<file path="config.mk">
export PLATFORM = sky130hd
export DESIGN_NAME = bus_slave_port_flat
export DESIGN_NICKNAME = d
export VERILOG_FILES = /design/src/rtl/bus_slave_port_pkg.sv /design/src/rtl/bus_slave_port_if.sv /design/src/rtl/bus_slave_port_serial_shift_reg.sv /design/src/rtl/bus_slave_port.sv /design/src/flat_wrapper.sv
export SDC_FILE = /design/constraint.sdc
export NUM_CORES = 1
export LEC_CHECK = 0
export ABC_CLOCK_PERIOD_IN_PS = 1650
export BUFFER_PORTS_ARGS = -buffer_cell sky130_fd_sc_hd__buf_4
export CAP_MARGIN = 5
export CORE_MARGIN = 8
export CORE_UTILIZATION = 49
export DETAILED_ROUTE_END_ITERATION = 12
export HOLD_SLACK_MARGIN = 0.12
export MAX_ROUTING_LAYER = met4
export PLACE_DENSITY = 0.84
export SETUP_SLACK_MARGIN = 0.02
export SLEW_MARGIN = 20
export SYNTH_ARGS = -nofsm -noshare
export SYNTH_HDL_FRONTEND = slang
export SYNTH_SLANG_ARGS = --single-unit
</file>
<file path="constraint.sdc">
create_clock -name Clk -period 1.65 [get_ports Clk]
set_input_delay 0.165 -clock Clk [delete_from_list [all_inputs] [get_ports Clk]]
set_output_delay 0.165 -clock Clk [all_outputs]
set_load 0.005 [all_outputs]
</file>
<file path="src/rtl/bus_slave_port_pkg.sv">
// bus_slave_port_pkg
// Shared definitions for the serial bus slave front end. It holds the FSM
// state encoding, the state width, and the helper that sizes the bit
// counter from the address and data widths.
package bus_slave_port_pkg;

  localparam int STATE_W = 3;

  typedef enum logic [STATE_W-1:0] {
    IDLE,
    ADDR,
    WDATA,
    WRITE,
    RD_ADDR,
    RD_LATCH,
    RDATA,
    DONE
  } state_t;

  // The counter has to hold values up to the larger of the two field widths.
  function automatic int cnt_width(input int adr, input int dat);
    return $clog2(((adr > dat) ? adr : dat) + 1);
  endfunction

endpackage

</file>
<file path="src/rtl/bus_slave_port_if.sv">
// bus_slave_port_if
// Groups the serial master handshake and the RAM-facing signals of
// bus_slave_port.
//   m_start, m_rw, m_din, m_din_valid : master -> slave serial request
//   m_dout, m_dout_valid              : slave -> master serial read data
//   m_busy, m_done, m_err             : slave status
//   mem_addr, mem_wdata, mem_wr_en    : slave -> RAM
//   mem_rdata                         : RAM -> slave (registered read data)
// The slave modport is used by the design. The master modport is used by
// whatever drives the frames and models the RAM.
interface bus_slave_port_if #(
  parameter int ADR = 12,
  parameter int DAT = 8
);

  logic           m_start;
  logic           m_rw;
  logic           m_din;
  logic           m_din_valid;
  logic           m_dout;
  logic           m_dout_valid;
  logic           m_busy;
  logic           m_done;
  logic           m_err;
  logic [ADR-1:0] mem_addr;
  logic [DAT-1:0] mem_wdata;
  logic           mem_wr_en;
  logic [DAT-1:0] mem_rdata;

  modport slave (
    input  m_start, m_rw, m_din, m_din_valid, mem_rdata,
    output m_dout, m_dout_valid, m_busy, m_done, m_err,
           mem_addr, mem_wdata, mem_wr_en
  );

  modport master (
    output m_start, m_rw, m_din, m_din_valid, mem_rdata,
    input  m_dout, m_dout_valid, m_busy, m_done, m_err,
           mem_addr, mem_wdata, mem_wr_en
  );

endinterface

</file>
<file path="src/rtl/bus_slave_port_serial_shift_reg.sv">
// serial_shift_reg
// MSB-first shift register used for the address, write-data and read-data
// paths.
//   Clk, reset : clock and asynchronous active-low reset
//   clear      : synchronous clear (highest priority)
//   load       : parallel load from load_data
//   shift, sin : shift left, with sin entering at the LSB
//   word       : the register as it will look after shifting in sin. This
//                lets the caller capture a complete field on its last bit.
//   msb        : current MSB, which is the serial output
module serial_shift_reg #(
  parameter int W = 8
) (
  input  logic         Clk,
  input  logic         reset,
  input  logic         clear,
  input  logic         load,
  input  logic [W-1:0] load_data,
  input  logic         shift,
  input  logic         sin,
  output logic [W-1:0] word,
  output logic         msb
);

  logic [W-1:0] q;

  always_ff @(posedge Clk or negedge reset) begin
    if (!reset)     q <= '0;
    else if (clear) q <= '0;
    else if (load)  q <= load_data;
    else if (shift) q <= {q[W-2:0], sin};
  end

  assign word = {q[W-2:0], sin};
  assign msb  = q[W-1];

endmodule

</file>
<file path="src/rtl/bus_slave_port.sv">
// bus_slave_port
// Serial system-bus slave front end placed in front of a synchronous RAM.
// It deserialises the address and write data (MSB first), drives the RAM
// write port, and serialises the registered read data back to the master.
// Only one transaction is in flight at a time.
//   Clk   : rising-edge clock
//   reset : asynchronous, active-low
//   bus   : bus_slave_port_if.slave (master handshake plus RAM port)
// Optional build macro SLAVE_TIMEOUT_EN adds a mid-frame idle watchdog that
// aborts the frame and pulses m_err. Without it, m_err is tied low.
import bus_slave_port_pkg::*;

module bus_slave_port #(
  parameter int ADR     = 12,
  parameter int DAT     = 8,
  parameter int TIMEOUT = 15
) (
  input logic             Clk,
  input logic             reset,
  bus_slave_port_if.slave bus
);

  localparam int CW = cnt_width(ADR, DAT);

  state_t         state, state_nx;
  logic [CW-1:0]  cnt, cnt_nx;
  logic           rw;
  logic           frame_clr, addr_shift, wdat_shift, addr_cap, wdat_cap;
  logic           rd_load, rd_shift, timeout_hit;
  logic [ADR-1:0] addr_word, mem_addr_q;
  logic [DAT-1:0] wdat_word, mem_wdata_q;
  logic [DAT-1:0] rd_word_unused;
  logic           addr_msb_unused, wdat_msb_unused, rd_msb;

  serial_shift_reg #(.W(ADR)) u_addr_sr (
    .Clk(Clk), .reset(reset), .clear(frame_clr), .load(1'b0),
    .load_data('0), .shift(addr_shift), .sin(bus.m_din),
    .word(addr_word), .msb(addr_msb_unused)
  );

  serial_shift_reg #(.W(DAT)) u_wdat_sr (
    .Clk(Clk), .reset(reset), .clear(frame_clr), .load(1'b0),
    .load_data('0), .shift(wdat_shift), .sin(bus.m_din),
    .word(wdat_word), .msb(wdat_msb_unused)
  );

  serial_shift_reg #(.W(DAT)) u_rd_sr (
    .Clk(Clk), .reset(reset), .clear(1'b0), .load(rd_load),
    .load_data(bus.mem_rdata), .shift(rd_shift), .sin(1'b0),
    .word(rd_word_unused), .msb(rd_msb)
  );

  always_ff @(posedge Clk or negedge reset) begin
    if (!reset) begin
      state       <= IDLE;
      cnt         <= '0;
      rw          <= 1'b0;
      mem_addr_q  <= '0;
      mem_wdata_q <= '0;
    end else begin
      state <= state_nx;
      cnt   <= cnt_nx;
      if (state == IDLE && bus.m_start) rw <= bus.m_rw;
      // The RAM-facing registers change only when a complete field has been
      // received, so they hold their values across frames and aborted frames.
      if (addr_cap) mem_addr_q  <= addr_word;
      if (wdat_cap) mem_wdata_q <= wdat_word;
    end
  end

  always_comb begin
    state_nx         = state;
    cnt_nx           = cnt;
    frame_clr        = 1'b0;
    addr_shift       = 1'b0;
    wdat_shift       = 1'b0;
    addr_cap         = 1'b0;
    wdat_cap         = 1'b0;
    rd_load          = 1'b0;
    rd_shift         = 1'b0;
    bus.mem_wr_en    = 1'b0;
    bus.m_dout_valid = 1'b0;
    bus.m_done       = 1'b0;
    unique case (state)
      IDLE: begin
        if (bus.m_start) begin
          frame_clr = 1'b1;
          cnt_nx    = '0;
          state_nx  = ADDR;
        end
      end
      ADDR: begin
        if (timeout_hit) begin
          state_nx = IDLE;
        end else if (bus.m_din_valid) begin
          addr_shift = 1'b1;
          if (cnt == CW'(ADR - 1)) begin
            addr_cap = 1'b1;
            cnt_nx   = '0;
            state_nx = rw ? WDATA : RD_ADDR;
          end else begin
            cnt_nx = cnt + 1'b1;
          end
        end
      end
      WDATA: begin
        if (timeout_hit) begin
          state_nx = IDLE;
        end else if (bus.m_din_valid) begin
          wdat_shift = 1'b1;
          if (cnt == CW'(DAT - 1)) begin
            wdat_cap = 1'b1;
            cnt_nx   = '0;
            state_nx = WRITE;
          end else begin
            cnt_nx = cnt + 1'b1;
          end
        end
      end
      WRITE: begin
        bus.mem_wr_en = 1'b1;
        state_nx      = DONE;
      end
      // The RAM registers dataOut for mem_addr at the end of this cycle.
      RD_ADDR: state_nx = RD_LATCH;
      RD_LATCH: begin
        rd_load  = 1'b1;
        cnt_nx   = '0;
        state_nx = RDATA;
      end
      RDATA: begin
        bus.m_dout_valid = 1'b1;
        rd_shift         = 1'b1;
        if (cnt == CW'(DAT - 1)) begin
          cnt_nx   = '0;
          state_nx = DONE;
        end else begin
          cnt_nx = cnt + 1'b1;
        end
      end
      DONE: begin
        bus.m_done = 1'b1;
        state_nx   = IDLE;
      end
      default: state_nx = IDLE;
    endcase
  end

  assign bus.m_busy    = (state != IDLE);
  assign bus.m_dout    = rd_msb;
  assign bus.mem_addr  = mem_addr_q;
  assign bus.mem_wdata = mem_wdata_q;

`ifdef SLAVE_TIMEOUT_EN
  localparam int TW = $clog2(TIMEOUT + 1);

  logic [TW-1:0] wdog;
  logic          stalled, err_q;

  assign stalled     = (state == ADDR || state == WDATA) && !bus.m_din_valid;
  assign timeout_hit = stalled && (wdog == TW'(TIMEOUT - 1));

  // The watchdog counts consecutive stalled cycles. Any valid bit, or
  // leaving the receive states, restarts it. m_err is registered so that
  // it pulses in the first IDLE cycle after the abort.
  always_ff @(posedge Clk or negedge reset) begin
    if (!reset) begin
      wdog  <= '0;
      err_q <= 1'b0;
    end else begin
      err_q <= timeout_hit;
      if (!stalled || timeout_hit) wdog <= '0;
      else                         wdog <= wdog + 1'b1;
    end
  end

  assign bus.m_err = err_q;
`else
  localparam int TIMEOUT_UNUSED = TIMEOUT;
  assign timeout_hit = 1'b0;
  assign bus.m_err   = 1'b0;
`endif

endmodule
</file>
<file path="src/flat_wrapper.sv">
// flat-port wrapper written by rule: the top's interface ports become plain ports
module bus_slave_port_flat 
#(
  parameter int ADR     = 12,
  parameter int DAT     = 8,
  parameter int TIMEOUT = 15
)
  (Clk, reset, bus_m_start, bus_m_rw, bus_m_din, bus_m_din_valid, bus_mem_rdata, bus_m_dout, bus_m_dout_valid, bus_m_busy, bus_m_done, bus_m_err, bus_mem_addr, bus_mem_wdata, bus_mem_wr_en);
  bus_slave_port_if #(.ADR(ADR), .DAT(DAT)) bus_i ();
  input logic Clk;
  input logic reset;
  input wire logic [$bits(bus_i.m_start)-1:0] bus_m_start;
  input wire logic [$bits(bus_i.m_rw)-1:0] bus_m_rw;
  input wire logic [$bits(bus_i.m_din)-1:0] bus_m_din;
  input wire logic [$bits(bus_i.m_din_valid)-1:0] bus_m_din_valid;
  input wire logic [$bits(bus_i.mem_rdata)-1:0] bus_mem_rdata;
  output wire logic [$bits(bus_i.m_dout)-1:0] bus_m_dout;
  output wire logic [$bits(bus_i.m_dout_valid)-1:0] bus_m_dout_valid;
  output wire logic [$bits(bus_i.m_busy)-1:0] bus_m_busy;
  output wire logic [$bits(bus_i.m_done)-1:0] bus_m_done;
  output wire logic [$bits(bus_i.m_err)-1:0] bus_m_err;
  output wire logic [$bits(bus_i.mem_addr)-1:0] bus_mem_addr;
  output wire logic [$bits(bus_i.mem_wdata)-1:0] bus_mem_wdata;
  output wire logic [$bits(bus_i.mem_wr_en)-1:0] bus_mem_wr_en;
  assign bus_i.m_start = bus_m_start;
  assign bus_i.m_rw = bus_m_rw;
  assign bus_i.m_din = bus_m_din;
  assign bus_i.m_din_valid = bus_m_din_valid;
  assign bus_i.mem_rdata = bus_mem_rdata;
  assign bus_m_dout = bus_i.m_dout;
  assign bus_m_dout_valid = bus_i.m_dout_valid;
  assign bus_m_busy = bus_i.m_busy;
  assign bus_m_done = bus_i.m_done;
  assign bus_m_err = bus_i.m_err;
  assign bus_mem_addr = bus_i.mem_addr;
  assign bus_mem_wdata = bus_i.mem_wdata;
  assign bus_mem_wr_en = bus_i.mem_wr_en;
  bus_slave_port #(.ADR(ADR), .DAT(DAT), .TIMEOUT(TIMEOUT)) u_core (.Clk(Clk), .reset(reset), .bus(bus_i));
endmodule
</file>
==> flow_summary.toml, run 1 <==
[yosys]
synth_edf_count = 0
synth-seq-cells = 54
yosys.area.top_type = "dfrtp_1"
synth_area_per_cell_um2 = 12.74
syn_inst = 183
synth_top_area_share_pct = 57.97
syn_area_um2 = 2331
synth_area_leaders = "dfrtp_1 (58%), mux2_2 (11%), a22o_1 (4.9%)"
syn_nets = 198
ys_seq_area_share_pct = 57.97
yosysWarnings = 0
yosys_most_used_dff = "dfrtp_1"
async_flop_share_pct = 100.0
synth.distinct_cells = 38

[setup_path]
setup.worst_path.end_class = "register"
startpoint = "u_core.state[0]$_DFFE_PN0P_"
r2r_slack_ps = 3
reg2reg_depth = 5
crit_slowest_cell = "dfrtp_2"
timing.rr.start = "u_core.state[0]$_DFFE_PN0P_"
worstPathMaxFanout = 8
max_stage_delay_ps = 480
critical_path.cell_chain = "buf_6 > nor4b_4 > o21ai_4 > or4_4 > o211ai_2"
cp.required_ps = 1880
crit_type = "reg -> reg"
critical_path_arrival_ps = 1880
cp-start-kind = "register"

[pwr]
power.density_nw_per_um2 = 1478
p_leak_nw = 1.485
power_w = 0.004445
ir_worst_vdd_uv = 715.0

[timing]
slew_headroom_pct = 56.15
rsz0062_at_grt = "yes"
finalCriticalPeriod_ps = 1647
worst-slew-pin-transition_ps = 657.8
finClkSkew_ps = 10.86
fin_worst_hold_slack_ps = 157.3
hold_violations = 0
setup_viol = 0
finalMaxSlewViolations = 0
fmax_mhz = 607.3
fin_crit_sh_pct = 99.80

[min_path]
hold_class = "in -> reg"
min_path_cells = 3
min_from = "bus_mem_rdata[3]"

[floorplanning]
die_x_um = 84.97
die_h_um = 84.97
io_pins = 40
core_area_um2 = 4661
die_area_um2 = 7220
rows = 25
initial_core_util_pct = 50.01

[clock_tree]
cts_buffers = 5
clock_path_buffers = 2
clk-insertion-delay-late_ps = 310
cts_tree = "done"
htreeDepth = 2
numClockSinks = 54
clkSlewWorstSetupHoldPaths_ps = 90
cts-root-buf = "clkbuf_8"

[placement]
port_buffers = 38
gp_congestion = 0.8364
place_inst = 275
hpwl_um = 3218

[detailed_routing]
ant_nets = 0
viasPerCell = 5.563
drc = 0
drt_iter0_markers = 61
drtPass1Iterations = 4
dr_total_vias = 1641
wl_per_cell_um = 15.77
wl_um = 4651

[final_layout]
final_common_cell = "buf_4"
fin_cells = 295
final_nets = 255
antenna_cells = 0
fillers = 368
final_layout_size_suffix_gt1_share_pct = 44.81
mostFrequentLayoutCells = "buf_4 (55), dfrtp_1 (51), mux2_2 (23)"
area_delta_synth_final_pct = 29.04

[flow_run]
maxCapViolCount = 0

[global_routing]
grt_overflow = 0
gr-usage-all-layers_pct = 13.32
grt_max_degree = 55
grt_pass1_wl_um = 7521
antenna_found_initial = 0
first_global_vias = 1579

[run_status]
status = "complete, no violations"
-- path summary, 6_finish.rpt --
check / endpoint
setup / recovery: u_core.cnt[3]$_DFFE_PN0P_
hold / removal: u_core.u_rd_sr.q[3]$_DFFE_PN0P_
setup reg to reg: u_core.cnt[3]$_DFFE_PN0P_
hold reg to reg: u_core.u_addr_sr.q[10]$_DFFE_PN0P_
max in group asynchronous: u_core.state[2]$_DFFE_PN0P_
min in group asynchronous: u_core.bus.mem_wdata[4]$_DFFE_PN0P_
-- cell type report --
| cell class | count | area, um^2 | area share, % |
|---|---|---|---|
| flip-flops and latches | 54 | 1355 | 45.05 |
| multi-input cells | 113 | 945.9 | 31.45 |
| repair buffers | 64 | 510.5 | 16.97 |
| clock buffers | 6 | 82.58 | 2.745 |
| well taps | 54 | 67.56 | 2.246 |
| clock inverters | 2 | 38.79 | 1.290 |
| inverters | 2 | 7.507 | 0.2496 |
-- state kept, by name, indices dropped and copies added (netlist names) --
signal and flops:
u_core.bus.mem_wdata 8, u_core.u_addr_sr.q 11, u_core.rw 1, u_core.u_rd_sr.q 8
u_core.cnt 4, u_core.state 3, u_core.u_wdat_sr.q 7, u_core.bus.mem_addr 12
-- critical path: cells and delay by family (launching register included) --
kind / cells / cell delay, ps
DFF: 1 / 480
AOI/OAI and AO/OA: 2 / 180
buffers and inverters: 1 / 150
and+or+nand+nor: 2 / 760
-- through the flow --
stage	instance area [um^2]	TNS (ps)	util [%]	worst slack, ps
2_1_floorplan	2352	0	-	14.43
3_3_place_gp	2720	0	58.36	68.12
3_5_place_dp	2720	0	58.36	9.724
4_1_cts	2898	0	62.17	2.556
5_1_grt	3008	-84.28	64.54	-43.86
6_report	3008	0	64.54	3.280
-- what timing repair did --
action / 4_1_cts / 5_1_grt
hold endpoints to repair: 58 / 0
gates resized for setup: 6 / 13
setup buffers: 1 / 8
hold buffers: 3 / 0
pin swaps: 2 / 4
setup endpoints to repair: 5 / 28
-- synth_stat cells (all sizes together), types with 3 or more instances --
cell,n
a22o,13
a2bb2oi,7
and3,3
buf,7
clkbuf,7
dfrtp,54
mux2,23
mux2i,8
nand2,6
nor2,14
nor2b,3
o21ai,4
o22ai,7
-- cell families after synthesis --
family | count (synthesis) | synth area share, %
DFF | 54 | 57.97
AOI/OAI and AO/OA | 41 | 13.63
and+or+nand+nor | 39 | 9.555
muxes | 31 | 14.55
buffers and inverters | 16 | 3.597
adders and majority gates | 1 | 0.5367
other | 1 | 0.1609
-- per-layer routing --
| layer | vias up | part of all wire (%) | GRT usage (%) | wire, um |
|---|---|---|---|---|
| li1 | 774 | - | - | - |
| met1 | 825 | 45 | 15.88 | 2082 |
| met2 | 33 | 49 | 20.17 | 2266 |
| met3 | 9 | 4.3 | 3.668 | 198 |
| met4 | 0 | 2.2 | 6.958 | 104 |
| met5 | - | 0 | - | 0 |
-- where the power goes --
part           internal [W]  switching, W  leakage, nW
Clock              0.000499      0.000423       0.0618
Sequential          0.00160      0.000269        0.713
Combinational      0.000918      0.000735        0.710
No activity file was read; power rests on OpenSTA's default activity.
==> run 2: changes to the inputs <==
--- a/config.mk
+++ b/config.mk
@@ -8,12 +8,14 @@
 export ABC_CLOCK_PERIOD_IN_PS = 1650
 export BUFFER_PORTS_ARGS = -buffer_cell sky130_fd_sc_hd__buf_4
 export CAP_MARGIN = 5
+export CORE_ASPECT_RATIO = 1.25
 export CORE_MARGIN = 8
 export CORE_UTILIZATION = 49
 export DETAILED_ROUTE_END_ITERATION = 12
 export HOLD_SLACK_MARGIN = 0.12
 export MAX_ROUTING_LAYER = met4
 export PLACE_DENSITY = 0.84
+export RECOVER_POWER = 50
 export SETUP_SLACK_MARGIN = 0.02
 export SLEW_MARGIN = 20
 export SYNTH_ARGS = -nofsm -noshare
==> constraint.sdc (replaced) <==
create_clock -name Clk -period 1.65 [get_ports Clk]
set_input_delay 0.33 -clock Clk [delete_from_list [all_inputs] [get_ports Clk]]
set_output_delay 0.33 -clock Clk [all_outputs]
set_load 0.005 [all_outputs]
==> run 2 against run 1 <==
The flow now finishes with violations (negative setup slack). Critical path depth fell by 2. Register-to-register slack barely moved. Sequential share of layout area fell by 1.7 points. Worst hold slack improved by 100 ps. Die area rose by 0.20%. Count of clock-buffer cells in the layout fell by 1. Combinational power rose by 21%. Clock skew fell by 1.4 ps. Sequential power fell by 3%. Via count rose by 3.5%. Fmax fell by 3.0%.
==> flow_summary.toml, run 2 (same netlist as run 1, synthesis figures left out) <==
[timing]
setup_viol = 2
fmax_mhz = 589.0
rsz0062_at_grt = "yes"
finalMaxSlewViolations = 0
worst-slew-pin-transition_ps = 623.3
slew_headroom_pct = 58.45
finalCriticalPeriod_ps = 1698
fin_worst_hold_slack_ps = 257.5
hold_violations = 0
fin_crit_sh_pct = 102.9
finClkSkew_ps = 9.479
fin_ws_ps = -47.93

[pwr]
p_int_w = 0.002991
power.density_nw_per_um2 = 1445
power.switching_w = 0.001520
power_frac_comb_pct = 44.1
p_leak_nw = 1.515
p_clk_share_pct = 15.6
ir_worst_vdd_uv = 857.2
switching_share_pct = 33.68
seqPwrFrac_pct = 40.3

[placement]
place_area_um2 = 2773
hpwl_um = 3220
gp_congestion = 0.8621
port_buffers = 38
place_ws_ps = 50.80

[setup_path]
critPathTopFamily = "flip-flops"
reg2reg_depth = 6
critPathBufInv = 2
critical_path.cell_chain = "buf_6 > or3_4 > buf_6"
crit_slowest_cell = "dfrtp_2"
crit_type = "reg -> out"
path_depth = 3
critical_path_arrival_ps = 1370
setup.worst_path.end_class = "primary output"
max_stage_delay_ps = 450
crit_top_cell = "buf_6"
worstPathMaxFanout = 4
cp.required_ps = 1320
cp-start-kind = "register"

[clock_tree]
cts_tree = "done"
cts-root-buf = "clkbuf_8"
htreeDepth = 2
numClockSinks = 54
clkSlewWorstSetupHoldPaths_ps = 100
clk-insertion-delay-late_ps = 310
cts_buffers = 5
clock_path_buffers = 2

[floorplanning]
die_h_um = 93.12
io_pins = 40
die_area_um2 = 7234
initial_core_util_pct = 50.03
die_x_um = 77.69
core_area_um2 = 4659
rows = 28

[final_layout]
mostFrequentLayoutCells = "buf_4 (52), dfrtp_1 (52), mux2_2 (14)"
antenna_cells = 0
seqCellArea_um2 = 1354
largest_reg_flops = 12
final_area_um2 = 3122
final_nets = 260
utilization_pct = 67.00
multi_input_area_um2 = 1007
final_layout_size_suffix_gt1_share_pct = 48.98
fillers = 346
area_delta_synth_final_pct = 33.92

[global_routing]
grt_overflow = 0
gr-usage-met3_pct = 3.551
grt_util_met2_pct = 21.63
grt_max_degree = 31
antenna_found_initial = 0
met1_usage_pct = 16.58
first_global_vias = 1698
busiest_layer = "met2"
gr-usage-all-layers_pct = 13.85
grt_pass1_wl_um = 7990

[detailed_routing]
dr_total_vias = 1699
viasPerCell = 5.570
drtPass1Iterations = 4
ant_nets = 0
drt_iter0_markers = 78
drc = 0
wl_um = 5006
wl_per_cell_um = 16.41

[flow_run]
maxCapViolCount = 0

[min_path]
hold_class = "in -> reg"
min_path_cells = 2

[run_status]
violations = "negative setup slack"
status = "complete, but fails checks"
## run 2: cell count changes in the layout (fill, tap and decap cells not counted), sizes merged
cell,change
bufinv,-1
inv,-1
clkinvlp,+2
dlygate4sd3,-2
buf,+5
clkbuf,+1
## run 2: power groups by stage
stage               registers [W]  logic [W]  clock network [W]
floorplan                 0.00175    0.00108                  0
global placement          0.00183    0.00143                  0
detailed placement        0.00184    0.00148                  0
CTS                       0.00180    0.00166           0.000731
global route              0.00186    0.00216           0.000791
finish                    0.00182    0.00199           0.000703
## run 2: per-layer routing
metal / vias up / part of all wire (%)
li1: 786 / -
met1: 863 / 44
met2: 45 / 50
met3: 5 / 4.6
met4: 0 / 1.6
met5: - / 0
## run 2: layout make-up
| type | count | area share (%) |
|---|---|---|
| clock buffers | 5 | 2.204 |
| clock inverters | 2 | 0.4810 |
| inverters | 2 | 0.3206 |
| multi-input cells | 113 | 32.26 |
| flip-flops and latches | 54 | 43.37 |
| well taps | 60 | 2.405 |
| repair buffers | 69 | 18.96 |
## run 2: repair_timing
item | 4_1_cts | 5_1_grt
hold endpoints to repair | 24 | 0
setup endpoints to repair | 4 | 28
gates resized for setup | 9 | 32
hold buffers | 1 | 0
pin swaps | 2 | 4
buffers inserted | 6 | 9
## run 2: metrics by stage
stage,TNS (ps),cells,power (W)
final,-60.02,305,0.004511
after global routing,-1688,305,0.004806
after CTS,-63.41,296,0.004191
after detailed placement,0,282,0.003318
after global placement,0,282,0.003264
after floorplan,0,183,0.002830
## run 2: final timing paths
path / start / endpoint / slack [ps]
setup / recovery: u_core.state[1]$_DFFE_PN0P_ / bus_m_busy / -50
hold / removal: bus_m_rw / u_core.rw$_DFFE_PN0P_ / 260
setup reg to reg: u_core.state[2]$_DFFE_PN0P_ / u_core.cnt[3]$_DFFE_PN0P_ / -10
hold reg to reg: u_core.bus.mem_addr[7]$_DFFE_PN0P_ / u_core.bus.mem_addr[7]$_DFFE_PN0P_ / 510
max in group asynchronous: reset / u_core.bus.mem_wdata[0]$_DFFE_PN0P_ / 180
min in group asynchronous: reset / u_core.u_rd_sr.q[0]$_DFFE_PN0P_ / 580
